`src/rtl/volt_monitor_emu.sv`:
```
// -----------------------------------------------------------------------------
// volt_monitor_emu
//
// Emulates the power board's multiplexed voltage comparators for the
// hardware-in-the-loop rig. The power manager scans channels with `sel` and
// reads one comparator bit back on `data`. Faults can be forced statically per
// channel or scheduled after a programmable delay. The block also measures how
// many cycles the power manager takes to drop `kill_sw` once a scheduled fault
// goes live.
//
// Parameters
//   SETTLE_CYCLES  cycles the mux output holds after a settled channel change
//   LAT_W          width of the trip-latency counter
//
// Ports
//   clk           system clock (50 MHz)
//   reset_n       synchronous, active-low reset
//   sel           channel select from the power manager (asynchronous)
//   kill_sw       power enable from the power manager, 1 = power on
//   fault_force   static fault per channel 0..6, bit c inverts channel c
//   fault_arm     one-cycle pulse, arms the scheduled fault
//   fault_chan    scheduled fault channel, 7 = no channel
//   fault_delay   cycles from arm to fault activation
//   fault_clear   one-cycle pulse, returns the scheduler to IDLE
//   data          emulated comparator output (registered)
//   armed         high while the scheduled fault is counting down
//   trip_valid    high once a trip has been recorded
//   trip_latency  cycles from fault activation to the kill_sw fall
// -----------------------------------------------------------------------------
module volt_monitor_emu #(
  parameter int SETTLE_CYCLES = 8,
  parameter int LAT_W         = 24
) (
  input  logic             clk,
  input  logic             reset_n,
  input  logic [2:0]       sel,
  input  logic             kill_sw,
  input  logic [6:0]       fault_force,
  input  logic             fault_arm,
  input  logic [2:0]       fault_chan,
  input  logic [15:0]      fault_delay,
  input  logic             fault_clear,
  output logic             data,
  output logic             armed,
  output logic             trip_valid,
  output logic [LAT_W-1:0] trip_latency
);

  typedef enum logic [1:0] {
    IDLE,
    ARMED,
    ACTIVE,
    TRIPPED
  } state_t;

  // +2 keeps the width at least one bit and leaves room for the load value
  localparam int               SC_W        = $clog2(SETTLE_CYCLES + 2);
  localparam logic [SC_W-1:0]  SETTLE_LOAD = SC_W'(SETTLE_CYCLES);
  localparam logic [2:0]       CHAN_IDLE   = 3'd7;

  // select path
  logic [2:0]      sel_meta;
  logic [2:0]      sel_s;
  logic [2:0]      chan_settled;
  logic [2:0]      settle_target;
  logic [SC_W-1:0] settle_cnt;
  logic            settling;
  logic            sel_moved;

  // scheduler
  state_t          state_q;
  state_t          state_d;
  logic [2:0]      fault_chan_q;
  logic [15:0]     dly_cnt;
  logic [LAT_W-1:0] lat_cnt;
  logic            arm_accept;
  logic            kill_q;
  logic            kill_prev;
  logic            kill_fall;

  // fault evaluation
  logic [7:0]      force_ext;
  logic            sched_hit;
  logic            healthy;
  logic            faulty;

  // ---------------------------------------------------------------------------
  // Two-flop synchronizer for the asynchronous channel select.
  // ---------------------------------------------------------------------------
  always_ff @(posedge clk) begin
    if (!reset_n) begin
      sel_meta <= CHAN_IDLE;
      sel_s    <= CHAN_IDLE;
    end else begin
      sel_meta <= sel;
      sel_s    <= sel_meta;
    end
  end

  // ---------------------------------------------------------------------------
  // Settle timer. A change is compared against the value currently being
  // settled (or the settled channel when idle), so a second change during
  // settling restarts the wait and only the final selection is adopted.
  // The new channel is adopted on the same edge the counter reaches zero.
  // ---------------------------------------------------------------------------
  assign settling  = (settle_cnt != '0);
  assign sel_moved = settling ? (sel_s != settle_target) : (sel_s != chan_settled);

  always_ff @(posedge clk) begin
    if (!reset_n) begin
      settle_cnt    <= '0;
      settle_target <= CHAN_IDLE;
      chan_settled  <= CHAN_IDLE;
    end else if (sel_moved) begin
      if (SETTLE_CYCLES == 0) begin
        chan_settled <= sel_s;
      end else begin
        settle_cnt    <= SETTLE_LOAD;
        settle_target <= sel_s;
      end
    end else if (settling) begin
      settle_cnt <= settle_cnt - 1'b1;
      if (settle_cnt == SC_W'(1)) begin
        chan_settled <= settle_target;
      end
    end
  end

  // ---------------------------------------------------------------------------
  // kill_sw is registered twice so a 1->0 edge can be detected cleanly.
  // Both flops reset low so no spurious fall appears after reset.
  // ---------------------------------------------------------------------------
  always_ff @(posedge clk) begin
    if (!reset_n) begin
      kill_q    <= 1'b0;
      kill_prev <= 1'b0;
    end else begin
      kill_q    <= kill_sw;
      kill_prev <= kill_q;
    end
  end

  assign kill_fall = kill_prev & ~kill_q;

  // ---------------------------------------------------------------------------
  // Scheduler next-state logic. Clear overrides everything, including an arm
  // in the same cycle. A zero delay skips ARMED entirely.
  // ---------------------------------------------------------------------------
  always_comb begin
    state_d = state_q;
    case (state_q)
      IDLE: begin
        if (fault_arm) begin
          state_d = (fault_delay == 16'd0) ? ACTIVE : ARMED;
        end
      end
      ARMED: begin
        if (dly_cnt <= 16'd1) begin
          state_d = ACTIVE;
        end
      end
      ACTIVE: begin
        if (kill_fall) begin
          state_d = TRIPPED;
        end
      end
      TRIPPED: begin
        state_d = TRIPPED;
      end
      default: begin
        state_d = IDLE;
      end
    endcase
    if (fault_clear) begin
      state_d = IDLE;
    end
  end

  assign arm_accept = (state_q == IDLE) && fault_arm && !fault_clear;

  // ---------------------------------------------------------------------------
  // Scheduler registers: state, latched fault channel, delay countdown,
  // latency counter and the captured trip latency.
  // ---------------------------------------------------------------------------
  always_ff @(posedge clk) begin
    if (!reset_n) begin
      state_q      <= IDLE;
      fault_chan_q <= CHAN_IDLE;
      dly_cnt      <= '0;
      lat_cnt      <= '0;
      trip_latency <= '0;
    end else begin
      state_q <= state_d;

      if (arm_accept) begin
        fault_chan_q <= fault_chan;
        dly_cnt      <= fault_delay;
      end else if ((state_q == ARMED) && (dly_cnt != 16'd0)) begin
        dly_cnt <= dly_cnt - 16'd1;
      end

      // latency restarts at zero on ACTIVE entry and saturates at all-ones
      if ((state_d == ACTIVE) && (state_q != ACTIVE)) begin
        lat_cnt <= '0;
      end else if ((state_q == ACTIVE) && (lat_cnt != '1)) begin
        lat_cnt <= lat_cnt + 1'b1;
      end

      if ((state_q == ACTIVE) && (state_d == TRIPPED)) begin
        trip_latency <= lat_cnt;
      end
    end
  end

  assign armed      = (state_q == ARMED);
  assign trip_valid = (state_q == TRIPPED);

  // ---------------------------------------------------------------------------
  // Comparator output. Even channels are undervoltage (healthy 1), odd are
  // overvoltage (healthy 0); the idle channel 7 reads 0 with no faults.
  // ---------------------------------------------------------------------------
  assign force_ext = {1'b0, fault_force};
  assign sched_hit = ((state_q == ACTIVE) || (state_q == TRIPPED)) &&
                     (chan_settled == fault_chan_q) &&
                     (chan_settled != CHAN_IDLE);
  assign healthy   = (chan_settled != CHAN_IDLE) & ~chan_settled[0];
  assign faulty    = force_ext[chan_settled] | sched_hit;

  always_ff @(posedge clk) begin
    if (!reset_n) begin
      data <= 1'b0;
    end else begin
      data <= healthy ^ faulty;
    end
  end

endmodule
```
`config.mk`:
```
export PLATFORM = sky130hd
export DESIGN_NAME = volt_monitor_emu
export DESIGN_NICKNAME = d
export VERILOG_FILES = /design/src/rtl/volt_monitor_emu.sv
export SDC_FILE = /design/constraint.sdc
export NUM_CORES = 1
export LEC_CHECK = 0
export CAP_MARGIN = 20
export CORE_UTILIZATION = 35
export CTS_CLUSTER_DIAMETER = 40
export CTS_CLUSTER_SIZE = 16
export DETAILED_ROUTE_END_ITERATION = 7
export PLACE_DENSITY_LB_ADDON = 0.15
export SLEW_MARGIN = 40
export SYNTH_ARGS = -nofsm -noshare
export SYNTH_HDL_FRONTEND = slang
export SYNTH_SLANG_ARGS = --single-unit
```
`constraint.sdc`:
```
create_clock -name clk -period 2.9 [get_ports clk]
set_clock_uncertainty 0.1 [all_clocks]
set_input_delay 0.435 -clock clk [delete_from_list [all_inputs] [get_ports clk]]
set_output_delay 0.435 -clock clk [all_outputs]
set_load 0.01 [all_outputs]
```
Word-level counts from Yosys, hierarchy flattened
Index checks and enable logic that the tools add are counted.
{"block": "op_classes", "muxes": 13, "add_sub_neg": 3, "bitwise": 8, "reduce_logical": 19, "n_eq_ne": 12, "n_lt_le_gt_ge": 2}
{"op": "2-to-1 mux 16 bit", "n": 2}
{"op": "adder 24 x 1 -> 24 bit (second input constant)", "n": 1}
{"op": "!= test 24 bit (second input constant)", "n": 1}
{"op": "<= comparator 16 x 1 -> 1 bit (second input constant)", "n": 1}
{"op": "zero test 16 bit", "n": 1}
{"op": "nonzero test 16 bit", "n": 1}
{"op": "subtractor 16 x 1 -> 16 bit (second input constant)", "n": 1}
{"op": "2-to-1 mux 2 bit", "n": 5}
{"op": "== test 2 bit (second input constant)", "n": 4}
{"op": "logical AND 1 bit", "n": 8}
{"op": "2-to-1 mux 4 bit", "n": 2}
{"op": "one-hot mux 2 bit (4 select lines)", "n": 1}
{"op": "!= test 3 bit", "n": 2}
{"op": "== test 4 x 1 -> 1 bit (second input constant)", "n": 1}
{"op": "< comparator 3 x 4 -> 1 bit (second input constant)", "n": 1}
{"op": "NOT 1 bit", "n": 4}
{"op": "nonzero test 2 bit", "n": 2}
{"op": "nonzero test 4 bit", "n": 1}
{"op": "OR reduction 2 bit", "n": 2}
{"op": "subtractor 4 x 1 -> 4 bit (second input constant)", "n": 1}
{"op": "binary-select mux 1 bit (select 3 bit)", "n": 1}
{"op": "== test 3 bit", "n": 1}
{"op": "!= test 3 bit (second input constant)", "n": 1}
{"op": "AND reduction 3 bit", "n": 1}
{"op": "9 further kinds", "n": 11}
{"block": "totals", "inputBits": 34, "register_bits": 88, "output_inout_bits": 27}

Depth between registers and ports, before layout
Gate-level depths: netlist (run 1).
{"block": "logic_depth", "word_depth": 8, "ltp_mapped": 7}

Least setup slack after synthesis (run 1)
Ideal clock, no wire load.
{"block": "synth_timing", "kind": "reg2reg", "start": "reg dly_cnt[0]", "end": "reg dly_cnt[14]", "setup_ps": 125, "stages_incl_launch_ff": 8, "n_path_buf": 0, "arrival_time_ps": 1917, "path_slack_ps": 758, "path_cell_list": "dfxtp_1 inv_1 ha_1 or3b_2 or4_1 o311ai_0 o21ai_1 o2bb2ai_1"}
{"block": "synth_via", "elab_chain_len": 3}
{"element": "start, declared", "line_no": "74", "text": "logic [15:0] dly_cnt;"}
{"element": "start signal, assigned", "line_no": "197", "text": "dly_cnt <= fault_delay;"}
{"element": "start signal, assigned", "line_no": "199", "text": "dly_cnt <= dly_cnt - 16'd1;"}
{"element": "subtractor 16 x 1 -> 16 bit / nonzero test 16 bit (equally long branches)", "line_no": "199, 198"}
{"element": "2-to-1 mux 16 bit / logical AND 1 bit (equally long branches)", "line_no": "198", "text": "end else if ((state_q == ARMED) && (dly_cnt != 16'd0)) begin"}
{"element": "2-to-1 mux 16 bit / nonzero test 2 bit (equally long branches)"}
Several ways; a longest one is shown, not always the timed one. The select of a mux whose other input is x is not followed.
A chain may end at the register's enable or synchronous reset.

Final worst setup path (run 1)
{"block": "layout_timing", "start": "reg settle_cnt[0]", "end": "reg chan_settled[1]"}
{"block": "layout_via", "elab_chain_len": 4}
{"element": "start, declared", "line_no": "66", "text": "logic [SC_W-1:0] settle_cnt;"}
{"element": "start signal, assigned", "line_no": "122", "text": "settle_cnt <= settle_cnt - 1'b1;"}
{"element": "nonzero test 4 bit", "line_no": "106", "text": "assign settling = (settle_cnt != '0);"}
{"element": "2-to-1 mux 1 bit", "line_no": "107", "text": "assign sel_moved = settling ? (sel_s != settle_target) : (sel_s != chan_settled);"}
{"element": "NOT 1 bit (no source line)"}
{"element": "AND reduction 3 bit (no source line) *"}
{"element": "end signal, assigned", "line_no": "116", "text": "chan_settled <= sel_s;"}
{"element": "end signal, assigned", "line_no": "124", "text": "chan_settled <= settle_target;"}
{"element": "end, declared", "line_no": "64", "text": "logic [2:0] chan_settled;"}
Mark *: on every way between the ends. The rest lies on a longest branch, timed or not.

==> results of run 1 <==
-- report_power, final --
group / switching, uW / leakage, uW / total [uW] / internal (uW)
Clock: 457 / 0.000144 / 1130 / 668
Sequential: 84.1 / 0.000715 / 1370 / 1290
Combinational: 351 / 0.000991 / 629 / 278
-- layout make-up --
class / instances / area, sq um
multi-input combinational: 362 / 2280
clock buffer: 13 / 280
sequential: 88 / 1760
tap: 143 / 179
fill: 1160 / 6330
timing repair buffer: 68 / 661
inverter: 17 / 63.8
clock inverter: 2 / 12.5
-- through the flow --
step	hold WS [ns]	cell area [sq um]
finish	0.307	5240
global route	0.338	5240
CTS	0.312	5240
detailed placement	0.298	4940
global placement	0.301	4940
floorplan	0.286	4200
-- placed cells by master (no fill, tap or decap), drive strengths merged, types with 3 or more instances in the layout --
cell type / instances
dfxtp: 88
nand2: 70
clkdlybuf4s50: 60
a21oi: 47
nor2: 27
o21ai: 24
nand3: 20
inv: 17
xor2: 14
or3: 14
nand4: 13
clkbuf: 13
nand2b: 11
nor3: 11
xnor2: 9
nor4: 9
o211ai: 8
buf: 8
and2: 6
o311ai: 6
ha: 6
a31oi: 5
and3: 5
mux2i: 5
o21a: 4
o41ai: 4
or4: 4
and4: 3
a41oi: 3
nor3b: 3
-- flip-flops by register name, indices dropped and copies added (netlist names) --
register,cells
chan_settled,3
data,1
dly_cnt,16
fault_chan_q,3
kill_prev,1
kill_q,1
lat_cnt,24
sel_meta,3
sel_s,3
settle_cnt,4
settle_target,3
state_q,2
trip_latency,24
-- logic make-up (layout without fill, tap and decap cells) --
kind of cell,after synthesis,count (layout),synth area share (%)
AOI/OAI and AO/OA,121,121,18.9
xor gates and xnor gates,23,23,4.80
adders and majority gates,6,6,1.79
buffers and inverters,38,100,3.96
DFF,88,88,41.9
muxes,7,7,2.00
and+or+nand+nor,205,205,26.7
-- routing by layer --
layer  GRT usage, %  share of wire (%)  wire length, um
met5              0                  0                0
met4           7.93                1.6              163
met3           2.72                3.3              328
met2           28.4                 48             4790
met1           21.1                 47             4690
-- worst min path at each step --
stage,to,slack [ns]
after floorplan,sel_s[0]$_SDFF_PN1_,0.29
after global placement,sel_s[1]$_SDFF_PN1_,0.30
after detailed placement,sel_s[1]$_SDFF_PN1_,0.30
after CTS,sel_s[1]$_SDFF_PN1_,0.31
after global routing,sel_s[1]$_SDFF_PN1_,0.34
final,sel_s[1]$_SDFF_PN1_,0.31
==> results.yml, run 1 <==
outcome:
  outcome: "finished with violations"
  violations: "DRC"
clock_network:
  cts_made_buffers: 9
  post_cts_buffers: 0
  clk_pin_slew_ns: 0.06
  clock_sinks: 88
  ctsHoldBuffers: 0
  cts-root-buf: "clkbuf_16"
  cts_resized: 0
  htree_levels: 3
  cts_tree: "yes"
  clk_path_buf_depth: 2
  clock_latency_ns: 0.34
synthesis:
  synth_top_area_share_pct: 41.9
  synthTopCellsByArea: "dfxtp_1 (42%), nand2_1 (6.2%), a21oi_1 (5.6%)"
  syn_area_sq_mm: 0.00420
  ys_seq_area_share_pct: 41.9
  synth_cell_types: 66
  synth_commonest_cells: "dfxtp_1 (88), nand2_1 (69), a21oi_1 (47)"
  synth_most_common_cell: "dfxtp_1"
  syn_nets: 528
  avgSynthCellArea_sq_um: 8.61
  synth_warnings: 0
  synth-edff-count: 0
  ys_seq_elements: 88
  async_reset_ff_share_pct: 0
  synthCells: 488
  dominantRegCellSynth: "dfxtp_1"
  yosys.area.top_type: "dfxtp_1"
setup_path:
  reg2reg_depth: 7
  timing_worst_setup_path_type: "flip-flop to flip-flop"
  path_max_fanout: 6
  cp.depth: 7
  rr_endpoint: "chan_settled[1]$_SDFFE_PN1P_"
  r2r-start: "settle_cnt[0]$_SDFFE_PP0N_"
  cp-start-kind: "flip-flop"
  crit_path_end: "chan_settled[1]$_SDFFE_PN1P_"
  slowest_delay_ns: 0.41
  critPathTopFamily: "simple AND/OR/NAND/NOR gates"
  crit_required_ns: 3.03
  r2r_slack_ns: 0.41
  arrival_ns: 2.61
  crit_chain: "inv_1, ha_1, nor3b_4, mux2i_1, xnor2_1, nand3_1, o311ai_0"
  path_buf_inv: 1
  crit_start: "settle_cnt[0]$_SDFFE_PP0N_"
  end_kind: "flip-flop"
  critPathSlowestCell: "nor3b_4"
routing:
  avgViaCountPerCell: 5.41
  drtIter0Drc: 211
  drc_errors: 7
  wl_um: 9980
  detail-route-antenna-nets: 0
  wl_per_cell_um: 14.4
  drtPass1Iterations: 8
  dr_total_vias: 3752
floorplanning:
  die_w_um: 112
  die_area_sq_mm: 0.0124
  rows: 39
  die_y_um: 112
  initial_core_util_pct: 36.3
  num_io_pins: 61
  core_sq_mm: 0.0116
sta:
  slew_violations: 0
  period_share_pct: 85.7
  finalCriticalPeriod_ns: 2.49
  rsz0062_at_grt: "false"
  slew_headroom_pct: 52.5
  worst_slack_ns: 0.413
  worst_slew_pin_slew_ns: 0.712
  hold_viol_final: 0
  fmax_mhz: 402
  fin_tns_setup_ns: 0
  finalSetupViolations: 0
layout:
  final_cells: 693
  finish.net_count: 586
  layout-drive-gt1-share_pct: 8.00
  area_growth_pct: 24.7
  final_util_pct: 45.3
  n_antenna_cell: 0
hold_path:
  hold_path.startpoint: "sel_meta[1]$_SDFF_PN1_"
  holdPathStages: 1
  hp-class: "flip-flop to flip-flop"
global_route:
  grt_overflow: 0
  grt_pass1_wl_um: 16800
  grt_use_total_pct: 16.9
  grt_max_degree: 25
  grt_pass1_vias: 3609
  antenna_found_initial: 0
placed_design:
  place.gp.congestion: 0.805
  hpwl_um: 7210
  dp.cells: 678
  io_buffer_count: 60
  dp_worst_setup_slack_ns: 0.374
power_and_ir_drop:
  leakagePower_uw: 0.00185
  power_uw: 3120
  vdd_drop_max_v: 0.000249
  p_per_area_mw_per_mm2: 597
job:
  maxCapViolations: 0
No activity file was read; power rests on OpenSTA's default activity.
==> inputs of run 2 (changes only) <==
--- a/config.mk
+++ b/config.mk
@@ -5,11 +5,13 @@
 export SDC_FILE = /design/constraint.sdc
 export NUM_CORES = 1
 export LEC_CHECK = 0
+export ABC_CLOCK_PERIOD_IN_PS = 2900
 export CAP_MARGIN = 20
 export CORE_UTILIZATION = 35
 export CTS_CLUSTER_DIAMETER = 40
 export CTS_CLUSTER_SIZE = 16
 export DETAILED_ROUTE_END_ITERATION = 7
+export MAX_ROUTING_LAYER = met4
 export PLACE_DENSITY_LB_ADDON = 0.15
 export SLEW_MARGIN = 40
 export SYNTH_ARGS = -nofsm -noshare
==> run 2 against run 1 <==
Against the previous run: the flow still finishes with violations (DRC); non-clock buffer count unchanged; worst setup slack worse by 0.00057 ns; final area unchanged; via count down 0.29%; cell count unchanged; critical path depth unchanged; worst hold slack unchanged; wire length about the same; fmax about the same; combinational power about the same; sequential power about the same; critical path type unchanged; largest cell class unchanged.
==> results.yml, run 2 (synthesized netlist as in run 1, its figures left out) <==
routing:
  detail-route-antenna-nets: 0
  drtPass1Iterations: 8
  drtIter0Drc: 214
  avgViaCountPerCell: 5.40
  drc_errors: 7
  wl_per_cell_um: 14.4
  dr_total_vias: 3741
  wl_um: 9980
layout:
  stdcell_area_sq_mm: 0.00524
  n_antenna_cell: 0
  area_growth_pct: 24.7
  layout_commonest_cell: "dfxtp_1"
  layout-drive-gt1-share_pct: 8.00
  top_regs: "lat_cnt x24, trip_latency x24, dly_cnt x16"
  final_cell_mix: "dfxtp_1 (88), nand2_1 (69), clkdlybuf4s50_1 (60)"
  finish.net_count: 586
hold_path:
  hp-class: "flip-flop to flip-flop"
  hold_path.startpoint: "sel_meta[1]$_SDFF_PN1_"
floorplanning:
  initial_core_util_pct: 36.3
  die_y_um: 112
  rows: 39
  core_sq_mm: 0.0116
  die_w_um: 112
  die_area_sq_mm: 0.0124
  num_io_pins: 61
global_route:
  grt_max_degree: 25
  antenna_found_initial: 0
  grt_overflow: 0
  grt_use_total_pct: 17.4
  grt_pass1_vias: 3611
  grt_pass1_wl_um: 16800
power_and_ir_drop:
  p_sw_share_pct: 28.5
  combPwrFrac_pct: 20.2
  p_per_area_mw_per_mm2: 596
  pwr-share-seq_pct: 43.9
  clockPowerShare_pct: 36.0
  switching_power_uw: 890
  internal-power_uw: 2230
  vdd_drop_max_v: 0.000249
  leakagePower_uw: 0.00185
sta:
  period_share_pct: 85.8
  worst_slew_pin_slew_ns: 0.701
  slew_headroom_pct: 53.3
  hold_viol_final: 0
  finalCriticalPeriod_ns: 2.49
  fin_tns_setup_ns: 0
  fmax_mhz: 402
  rsz0062_at_grt: "false"
  slew_violations: 0
  finalSetupViolations: 0
setup_path:
  timing_worst_setup_path_type: "flip-flop to flip-flop"
  crit_required_ns: 3.00
  arrival_ns: 2.59
  path_max_fanout: 6
  crit_start: "settle_cnt[0]$_SDFFE_PP0N_"
  end_kind: "flip-flop"
  cp-start-kind: "flip-flop"
  r2r-start: "settle_cnt[0]$_SDFFE_PP0N_"
placed_design:
  io_buffer_count: 60
  placed_area_sq_mm: 0.00494
  hpwl_um: 7210
  place.gp.congestion: 0.816
clock_network:
  ctsHoldBuffers: 0
  clk_pin_slew_ns: 0.06
  post_cts_buffers: 0
  clk_path_buf_depth: 2
  cts_resized: 0
  clock_sinks: 88
  clock_latency_ns: 0.34
  cts_made_buffers: 9
  cts_tree: "yes"
  htree_levels: 3
  cts-root-buf: "clkbuf_16"
outcome:
  outcome: "finished with violations"
  violations: "DRC"
job:
  maxCapViolations: 0
-- run 2: final timing paths --
kind                                    to  slack (ns)  depth (start not counted)
max          settle_target[0]$_SDFFE_PN1P_        0.41                          7
min                    sel_s[1]$_SDFF_PN1_        0.31                          1
max reg2reg  settle_target[0]$_SDFFE_PN1P_        0.41                          7
min reg2reg            sel_s[1]$_SDFF_PN1_        0.31                          1
-- run 2: final cells by class --
class | count | area (sq um)
Inverter | 17 | 63.8
Clock buffer | 13 | 280
Fill cell | 1160 | 6330
Clock inverter | 2 | 12.5
Sequential cell | 88 | 1760
Multi-Input combinational cell | 362 | 2280
Tap cell | 143 | 179
Timing Repair Buffer | 68 | 661
-- run 2: power by group through the flow --
stage                     clock [uW]  combinational (uW)  sequential [uW]
after floorplan                    0                 458             1370
after global placement             0                 609             1390
after detailed placement           0                 625             1390
after CTS                       1150                 628             1370
after global routing            1210                 690             1380
final                           1120                 630             1370
-- run 2: worst max-delay path: stages (launching register included) --
cell and delay, ns:
dfxtp_1 0.33, inv_1 0.10, ha_1 0.25, nor3b_4 0.41
mux2i_1 0.36, xnor2_1 0.19, nor3_1 0.48, o21ai_0 0.16
-- run 2: stage by stage --
step	power, uW	hold WS, ns	utilization [%]	cells	setup WS, ns
6_report	3120	0.307	45.3	693	0.413
5_1_grt	3290	0.338	45.3	693	0.199
4_1_cts	3150	0.312	45.3	693	0.413
3_5_place_dp	2020	0.298	42.7	678	0.374
3_3_place_gp	2000	0.301	42.7	678	0.361
2_1_floorplan	1830	0.286	-	488	0.758
-- run 2: layer usage --
metal / GRT usage, % / vias up / part of all wire [%] / routed length, um
met3: 2.89 / 9 / 3.2 / 323
met4: 7.93 / 0 / 1.3 / 134
met1: 21.1 / 1778 / 47 / 4700
li1: - / 1890 / - / -
met5: - / - / 0 / 0
met2: 28.4 / 64 / 48 / 4830
==> inputs of run 3 (changes only) <==
--- a/config.mk
+++ b/config.mk
@@ -11,8 +11,8 @@
 export CTS_CLUSTER_DIAMETER = 40
 export CTS_CLUSTER_SIZE = 16
 export DETAILED_ROUTE_END_ITERATION = 7
-export MAX_ROUTING_LAYER = met4
 export PLACE_DENSITY_LB_ADDON = 0.15
+export REMOVE_ABC_BUFFERS = 1
 export SLEW_MARGIN = 40
 export SYNTH_ARGS = -nofsm -noshare
 export SYNTH_HDL_FRONTEND = slang
==> constraint.sdc (replaced) <==
create_clock -name clk -period 2.9 [get_ports clk]
set_clock_uncertainty 0.1 [all_clocks]
set_input_delay 0.435 -clock clk [delete_from_list [all_inputs] [get_ports clk]]
set_output_delay 0.435 -clock clk [all_outputs]
set_load 0.1 [all_outputs]
==> run 3 against run 2 <==
Against the previous run: the flow still finishes with violations (DRC); core utilization is 1.0 points lower; register-to-register slack better by 0.02 ns; clock power down 7%; worst hold slack worse by 0.0016 ns; sequential share of layout area up 0.79 points; first-iteration DRC count decreased by 34%; critical path depth did not move; combinational power is essentially flat; critical path type unchanged; largest power group unchanged.
==> results.yml, run 3 (synthesized netlist as in run 1, its figures left out) <==
outcome:
  outcome: "finished with violations"
  violations: "DRC"
sta:
  finalSetupViolations: 0
  slew_violations: 0
  fmax_mhz: 405
  worst_slew_pin_slew_ns: 0.711
  finalCriticalPeriod_ns: 2.47
  fin_tns_setup_ns: 0
  slew_headroom_pct: 52.6
  period_share_pct: 85.2
  rsz0062_at_grt: "false"
  hold_viol_final: 0
clock_network:
  cts_tree: "yes"
  cts_made_buffers: 9
  clock_latency_ns: 0.34
  htree_levels: 3
  cts_resized: 0
  ctsHoldBuffers: 0
  clock_sinks: 88
  cts-root-buf: "clkbuf_16"
  clk_path_buf_depth: 2
  post_cts_buffers: 0
  clk_pin_slew_ns: 0.06
setup_path:
  path_max_fanout: 6
  critPathSlowestCell: "nor3b_4"
  r2r_slack_ns: 0.43
  rr_endpoint: "chan_settled[0]$_SDFFE_PN1P_"
  crit_required_ns: 3.03
  crit_chain: "inv_1, ha_1, nor3b_4, mux2i_1, xnor2_1, nand3_1, o311ai_0"
  timing_worst_setup_path_type: "flip-flop to flip-flop"
  reg2reg_depth: 7
  r2r-start: "settle_cnt[0]$_SDFFE_PP0N_"
  arrival_ns: 2.60
  slowest_delay_ns: 0.39
  end_kind: "flip-flop"
  cp-start-kind: "flip-flop"
placed_design:
  place.gp.congestion: 0.821
  io_buffer_count: 60
  placed_area_sq_mm: 0.00486
  hpwl_um: 7010
floorplanning:
  die_area_sq_mm: 0.0124
  num_io_pins: 61
  core_sq_mm: 0.0116
  rows: 39
  die_w_um: 112
  die_y_um: 112
  initial_core_util_pct: 36.3
global_route:
  grt_pass1_vias: 3565
  grt_overflow: 0
  grt_max_degree: 32
  grt_use_total_pct: 16.8
  grt_pass1_wl_um: 16900
  antenna_found_initial: 0
layout:
  final_util_pct: 44.2
  stdcell_area_sq_mm: 0.00512
  area_growth_pct: 21.8
  layout_commonest_cell: "dfxtp_1"
  n_antenna_cell: 0
  finish.net_count: 584
  top_regs: "lat_cnt x24, trip_latency x24, dly_cnt x16"
  layout-drive-gt1-share_pct: 12.2
  final_cell_mix: "dfxtp_1 (88), nand2_1 (69), a21oi_1 (47)"
power_and_ir_drop:
  power_uw: 3030
  leakagePower_uw: 0.00188
  p_per_area_mw_per_mm2: 593
  vdd_drop_max_v: 0.000283
routing:
  avgViaCountPerCell: 5.42
  drtIter0Drc: 141
  drtPass1Iterations: 6
  wl_um: 9960
  detail-route-antenna-nets: 0
  dr_total_vias: 3746
  wl_per_cell_um: 14.4
  drc_errors: 3
hold_path:
  holdPathStages: 1
  whs_endpoint: "sel_s[1]$_SDFF_PN1_"
  hold_path.startpoint: "sel_meta[1]$_SDFF_PN1_"
  hp-class: "flip-flop to flip-flop"
job:
  maxCapViolations: 0
run 3: worst max-delay path by stage:
stage / slack, ns / from / cells after the start / end
after floorplan: 0.63 / state_q[1]$_SDFF_PN0_ / 4 / trip_latency[0]$_SDFFE_PN0P_
after global placement: 0.39 / fault_delay[8] / 7 / lat_cnt[7]$_SDFFE_PP0P_
after detailed placement: 0.33 / fault_delay[11] / 7 / lat_cnt[5]$_SDFFE_PP0P_
after CTS: 0.40 / settle_cnt[0]$_SDFFE_PP0N_ / 7 / chan_settled[0]$_SDFFE_PN1P_
after global routing: 0.11 / settle_cnt[0]$_SDFFE_PP0N_ / 7 / chan_settled[1]$_SDFFE_PN1P_
final: 0.43 / settle_cnt[0]$_SDFFE_PP0N_ / 7 / chan_settled[0]$_SDFFE_PN1P_
run 3: report_power, final:
group | internal [uW] | leakage, uW | switching [uW] | total (uW)
Clock | 572 | 0.000125 | 464 | 1040
Combinational | 275 | 0.00104 | 353 | 627
Sequential | 1290 | 0.000715 | 83.0 | 1370
Total | 2130 | 0.00188 | 900 | 3030
run 3: through the flow:
stage / std cells / hold slack, ns / setup slack, ns
after floorplan: 467 / 0.286 / 0.629
after global placement: 676 / 0.290 / 0.392
after detailed placement: 676 / 0.296 / 0.333
after CTS: 691 / 0.310 / 0.404
after global routing: 691 / 0.321 / 0.106
final: 691 / 0.305 / 0.430
run 3: layer usage:
metal | vias to the layer above | global-route usage (%) | part of all wire (%) | routed length [um]
met1 | 1772 | 22.2 | 48 | 4760
li1 | 1879 | - | - | -
met4 | 0 | 8.20 | 1.9 | 191
met5 | - | 0 | 0 | 0
met3 | 16 | 2.99 | 4.6 | 454
met2 | 79 | 26.7 | 46 | 4550
run 3: layout make-up:
cell class / instances / area, sq um
sequential: 88 / 1760
timing repair buffer: 66 / 578
tap: 143 / 179
clock inverter: 4 / 22.5
multi-input combinational: 362 / 2280
inverter: 17 / 63.8
clock buffer: 11 / 233
fill: 1161 / 6450
run 3: critical path, delay by kind of cell, from the launching register on:
kind | cells | cell delay [ns]
xor+xnor | 1 | 0.25
simple gates | 2 | 0.67
compound gates | 1 | 0.34
fa+ha+maj | 1 | 0.22
flops | 1 | 0.32
mux | 1 | 0.37
buf+inv | 1 | 0.09
